===== config.mk =====
export PLATFORM = sky130hd
export DESIGN_NAME = word_byte_sequencer
export DESIGN_NICKNAME = d
export VERILOG_FILES = /design/src/rtl/word_byte_sequencer.sv
export SDC_FILE = /design/constraint.sdc
export NUM_CORES = 1
export LEC_CHECK = 0
export ABC_AREA = 0
export CAP_MARGIN = 10
export CORE_MARGIN = 3
export CORE_UTILIZATION = 40
export CTS_CLUSTER_SIZE = 25
export DETAILED_ROUTE_END_ITERATION = 8
export PLACE_DENSITY = 0.77
export SLEW_MARGIN = 10
export SYNTH_ARGS = -nofsm -noshare
export SYNTH_HDL_FRONTEND = slang
export SYNTH_SLANG_ARGS = --single-unit

===== constraint.sdc =====
create_clock -name clk -period 2.1 [get_ports clk]
set_input_delay 0.525 -clock clk [delete_from_list [all_inputs] [get_ports clk]]
set_output_delay 0.525 -clock clk [all_outputs]
set_load 0.02 [all_outputs]

===== src/rtl/word_byte_sequencer.sv =====
// word_byte_sequencer: accepts 32-bit words and emits them as four bytes
// over a valid/ready stream, in MSB-first or LSB-first order. A new word
// can be accepted on the cycle the last byte leaves, so back-to-back words
// stream with no bubble. flush aborts the held word; word_cnt counts words
// whose last byte was delivered without a flush.
module word_byte_sequencer #(
   parameter int MSB_FIRST = 1,
   parameter int CNT_W     = 16
) (
   input  logic             clk,
   input  logic             reset,
   input  logic             in_valid,
   input  logic [31:0]      in_data,
   output logic             in_ready,
   input  logic             flush,
   output logic             out_valid,
   output logic [7:0]       out_data,
   output logic [1:0]       out_idx,
   output logic             out_last,
   input  logic             out_ready,
   output logic [CNT_W-1:0] word_cnt
);

   localparam logic [CNT_W-1:0] CNT_ONE = {{(CNT_W-1){1'b0}}, 1'b1};

   typedef enum logic {
      IDLE = 1'b0,
      SEND = 1'b1
   } state_t;

   state_t           state, state_nxt;
   logic [31:0]      held, held_nxt;
   logic [1:0]       idx, idx_nxt;
   logic [CNT_W-1:0] cnt_nxt;
   logic             in_xfer;
   logic             out_xfer;
   logic [3:0][7:0]  lanes;
   logic [1:0]       lane_sel;

   // Output handshake is a pure function of the registered state, so
   // out_valid never depends on out_ready.
   assign out_valid = (state == SEND);
   assign out_idx   = idx;
   assign out_last  = out_valid && (idx == 2'd3);
   assign out_xfer  = out_valid && out_ready;

   // Accept while idle, or on the cycle the last byte leaves; flush blocks.
   assign in_ready  = !flush && ((state == IDLE) || (out_xfer && out_last));
   assign in_xfer   = in_valid && in_ready;

   // Split the held word into its four byte lanes, lane g = bits [8g+7:8g].
   genvar g;
   generate
      for (g = 0; g < 4; g++) begin : g_lane
         assign lanes[g] = held[8*g +: 8];
      end
   endgenerate

   // Emission position k maps to lane 3-k (MSB first) or lane k (LSB first).
   assign lane_sel = (MSB_FIRST != 0) ? (2'd3 - idx) : idx;
   assign out_data = out_valid ? lanes[lane_sel] : 8'h00;

   // Next-state logic: flush wins over everything, then input capture
   // (which may coincide with the last byte), then byte advance.
   always_comb begin
      state_nxt = state;
      held_nxt  = held;
      idx_nxt   = idx;
      cnt_nxt   = word_cnt;
      if (flush) begin
         state_nxt = IDLE;
         held_nxt  = 32'h0;
         idx_nxt   = 2'd0;
      end else begin
         if (out_xfer && out_last)
            cnt_nxt = word_cnt + CNT_ONE;
         if (in_xfer) begin
            state_nxt = SEND;
            held_nxt  = in_data;
            idx_nxt   = 2'd0;
         end else if (out_xfer) begin
            if (out_last) begin
               state_nxt = IDLE;
               held_nxt  = 32'h0;
               idx_nxt   = 2'd0;
            end else begin
               idx_nxt   = idx + 2'd1;
            end
         end
      end
   end

   // State, held word, byte index and completed-word counter registers.
   always_ff @(posedge clk or negedge reset) begin
      if (!reset) begin
         state    <= IDLE;
         held     <= 32'h0;
         idx      <= 2'd0;
         word_cnt <= '0;
      end else begin
         state    <= state_nxt;
         held     <= held_nxt;
         idx      <= idx_nxt;
         word_cnt <= cnt_nxt;
      end
   end

endmodule


---- Yosys cells after proc, flatten, opt, wreduce, memory -nomap -nowiden ----
Index checks and enable logic that the tools add are counted.
word-level totals
  output and inout port bits .............. 29
  ROM bits ................................ 0
  word-level logic and storage cells ...... 37
  bits in latches ......................... 0
  memories kept ........................... 0
  RAM bits ................................ 0
  register bits ........................... 51
operators by class
  order comparisons ....................... 1
  bitwise gates (word level) .............. 2
  equality and inequality tests ........... 1
  multiplexer cells ....................... 15
  reductions and logical operators ........ 11
  multiply operators ...................... 0
  shift operators ......................... 0
  div/mod/pow operators ................... 0
  add/sub/neg operators ................... 3
operator list
  cell                                                        count
  two-way mux 32 bit                                          4
  adder 16 x 1 -> 16 bit, second input constant               1
  binary-select mux 8 bit (select 2 bit)                      1
  two-way mux 8 bit                                           2
  two-way mux 2 bit                                           4
  nonzero test 3 bit                                          2
  logical AND 1 bit                                           5
  two-way mux 1 bit                                           4
  AND reduction 2 bit                                         2
  less-than comparator 2 x 3 -> 1 bit, second input constant  1
  adder 2 x 1 -> 2 bit, second input constant                 1
  equality test 2 bit, second input constant                  1
  inverter 1 bit                                              2
  subtractor 2 bit, first input constant                      1
  logical NOT 1 bit                                           1
  logical OR 1 bit                                            1

---- Longest topological paths before layout ----
  depth after elaboration ................. 8
  gate-level depth with buffers ........... 7
  depth with buffers taken out ............ 5

---- Least setup slack after synthesis ----
OpenSTA, ideal clock, no wires.
  kind .................................... register -> output
  start point ............................. register idx[0] (netlist: out_idx[0])
  end point ............................... output port out_data[0]
  stages on the path, launching flop included .. 4
  arrival time ............................ 1.496 ns
  data required time ...................... 1.575 ns
  path buffers ............................ 1
  setup slack ............................. 0.079 ns
  cells stage by stage .................... dfrtp_1 > buf_2 > mux4_2 > and2_1
between the ends
  longest elaborated chain between the ends .. 4
RTL lines
  element                                  line  RTL
  start: declaration                       33    logic [1:0] idx, idx_nxt;
  start signal: assignment                 103   idx <= idx_nxt;
  subtractor 2 bit                         60    assign lane_sel = (MSB_FIRST != 0) ? (2'd3 - idx) : idx;
  binary-select mux 8 bit (select 2 bit)   61    assign out_data = out_valid ? lanes[lane_sel] : 8'h00;
  two-way mux 8 bit (implied by the code)  61
  two-way mux 8 bit                        61
  end: declaration                         17    output logic [7:0] out_data,
Every way passes these cells. The select of a mux whose other input is x is not followed.

---- Worst setup path in the final report ----
  start point ............................. register idx[0] (netlist: out_idx[0])
  end point ............................... output port out_data[7]
Same word-level chain as after synthesis.

==> reports/qor.csv <==
stage,metric,value,unit
drt,via_per_inst,5.32,
logic_synthesis,syn_inst,165,
drt,vias,1672,
finish,areaGrowthSynthToFinish,44.4,%
timing,slew_headroom,73.6,%
timing,setup_ws,-60.2,ps
run_status,outcome,"complete, but fails checks",
clock_network,holdBufCountCts,0,
setup_path,start_kind,flip-flop,
clock_network,clk_pin_slew,90,ps
logic_synthesis,syn_nets,204,
die,io_pins,66,
clock_network,cts_made_buffers,5,
global_routing,grt_max_degree,34,
clock_network,insertion_delay,300,ps
timing,period_share,103,%
setup_path,critPathRequiredTime,1570,ps
clock_network,root_buffer,clkbuf_8,
place,place_area,3070,sq um
finish,final_core_util,61.7,%
die,die-area,6570,sq um
hold_path,hold_path.class,in -> async,
die,die_h,81.0,um
timing,rsz0062_at_grt,true,
logic_synthesis,synth.yosys.warnings,0,
global_routing,grt_pass1_vias,1754,
die,die_w,81.0,um
drt,dr.pass1.iters,4,
logic_synthesis,synth_area,2250,sq um
logic_synthesis,synth_cell_types,21,
drt,drt-wirelength-per-cell,16.9,um
die,num_rows,26,
global_routing,grt_pass1_wl,8.63,mm
power,power.total,1.91,mW
clock_network,cts_sinks,51,
place,place_ws,-250,ps
timing,setup_tns,-404,ps
global_routing,grt_antenna_before_repair,0,
die,start_util,42.7,%
setup_path,end_kind,output port,
place,hpwl,3.76,mm
drt,drt_iter0_drc,74,
power,ir_drop,0.307,mV
die,core_area,5270,sq um
setup_path,setup.worst_path.class,reg -> out,
finish,drive_above_1_share,25.0,%
timing,max_freq,0.463,GHz
drt,antenna_left,0,
global_routing,overflow,0,
finish,antenna_cells,0,
job,cap_viol_max_count,0,
clock_network,htreeDepth,2,
power,p_leak,1.52,nW
setup_path,cp_max_fo,5,
finish,final_cells,314,
clock_network,cts_tree,yes,
timing,drv_slew,0,
finish,num-fill-cells,440,
drt,remaining_drc_errors,0,
timing,hold_viol_final,0,
logic_synthesis,avgSynthCellArea,13.6,sq um
timing,tightest_slew,393,ps
timing,hold_slack,35.4,ps
run_status,violations,negative setup slack,
global_routing,grt_usage,17.0,%
setup_path,critical_path_arrival,1640,ps
logic_synthesis,yosysSeqAreaShare,56.7,%
timing,setup_viol,9,
finish,fin_nets,282,
finish,postLayoutCellArea,3250,sq um
clock_network,cts_buffer_depth,2,
drt,wl,5.30,mm
timing,fin_skew,7.10,ps
place,portBuffers,65,
timing,min_period,2160,ps
place,placed_cells,303,
place,place.gp.congestion,0.714,
power,powerDensity,589,nW/um^2
logic_synthesis,ys_seq_elements,51,
## area by class of cell
cell class / instances / area (sq um) / area share, %
multi-input combinational: 103 / 962 / 29.6
sequential: 51 / 1280 / 39.3
timing repair buffer: 82 / 823 / 25.3
tap: 70 / 87.6 / 2.69
clock buffer: 8 / 100 / 3.08
## sequential cells by signal, summed over array words and instances, names as in the netlist
signal and count:
held 32, word_cnt 16, out_idx 2, out_valid 1
## what timing repair did
item	4_1_cts	5_1_grt
pin swaps	0	10
setup buffers	2	0
cloned	0	1
gates resized for setup	42	31
setup endpoints to repair	11	11
## kinds of logic (layout without fill, tap and decap cells)
group | count (synthesis) | count (layout) | synth area share (%)
AO/OA/AOI/OAI | 33 | 33 | 12.9
XOR/XNOR | 16 | 16 | 6.22
adder cells (fa/ha/maj) | 2 | 2 | 1.11
buffers and inverters | 11 | 90 | 2.28
flip-flops | 51 | 51 | 56.7
multiplexers | 10 | 10 | 8.94
AND/OR/NAND/NOR | 42 | 42 | 11.8
## metal layers
layer	GRT usage [%]	part of all wire (%)
met1	23.1	45
met2	27.8	50
met3	4.66	5.2
met4	3.04	0.15
met5	0	0
## synthesized netlist by cell type
library cell / count / area, sq um
and4_1: 2 / 17.5
and3_1: 4 / 25.0
nand4_1: 5 / 31.3
a22o_1: 32 / 280
nand2_1: 6 / 22.5
nand2b_4: 1 / 13.8
ha_1: 2 / 25.0
nor3_1: 2 / 10.0
mux2_2: 1 / 11.3
clkbuf_1: 3 / 11.3
nor4_4: 2 / 42.5
and2_1: 10 / 62.6
xor2_1: 6 / 52.6
mux4_2: 8 / 180
nor2_1: 7 / 26.3
buf_2: 8 / 40.0
a21boi_2: 1 / 11.3
dfrtp_1: 51 / 1280
nand3_1: 3 / 15.0
mux2i_1: 1 / 10.0
xnor2_1: 10 / 87.6
## power breakdown
| group | total (mW) | switching [mW] | internal [mW] |
|---|---|---|---|
| combinational | 0.255 | 0.104 | 0.151 |
| sequential | 1.04 | 0.0239 | 1.02 |
| clock | 0.618 | 0.317 | 0.302 |
## worst paths after layout
| kind | from | endpoint | slack, ps | cells after the start |
|---|---|---|---|---|
| setup / recovery | out_idx[0] | out_data[7] | -60 | 4 |
| hold / removal | reset | word_cnt[4] | 40 | 1 |
| setup reg to reg | out_idx[0] | word_cnt[13] | 200 | 8 |
| hold reg to reg | word_cnt[15] | word_cnt[15] | 480 | 1 |
| max in group asynchronous | reset | out_idx[0] | 1520 | 2 |
| min in group clk | word_cnt[15] | word_cnt[15] | 480 | 1 |
## critical path: stages, from the launching register on
cell     delay, ps
dfrtp_2        420
buf_12         140
mux4_2         500
and2_4         160
buf_6          120
## placed cells by master, fill, tap and decap left out, drive strengths merged, types with 2 or more instances in the layout
cell	n
clkbuf	9
and2	10
nor4	2
mux4	8
nor3	2
and4	2
dfrtp	51
nor2	7
ha	2
nand2	6
nand3	3
a22o	32
nand4	5
clkdlybuf4s50	52
xnor2	10
buf	27
and3	4
xor2	6
No activity file was read; power rests on OpenSTA's default activity.
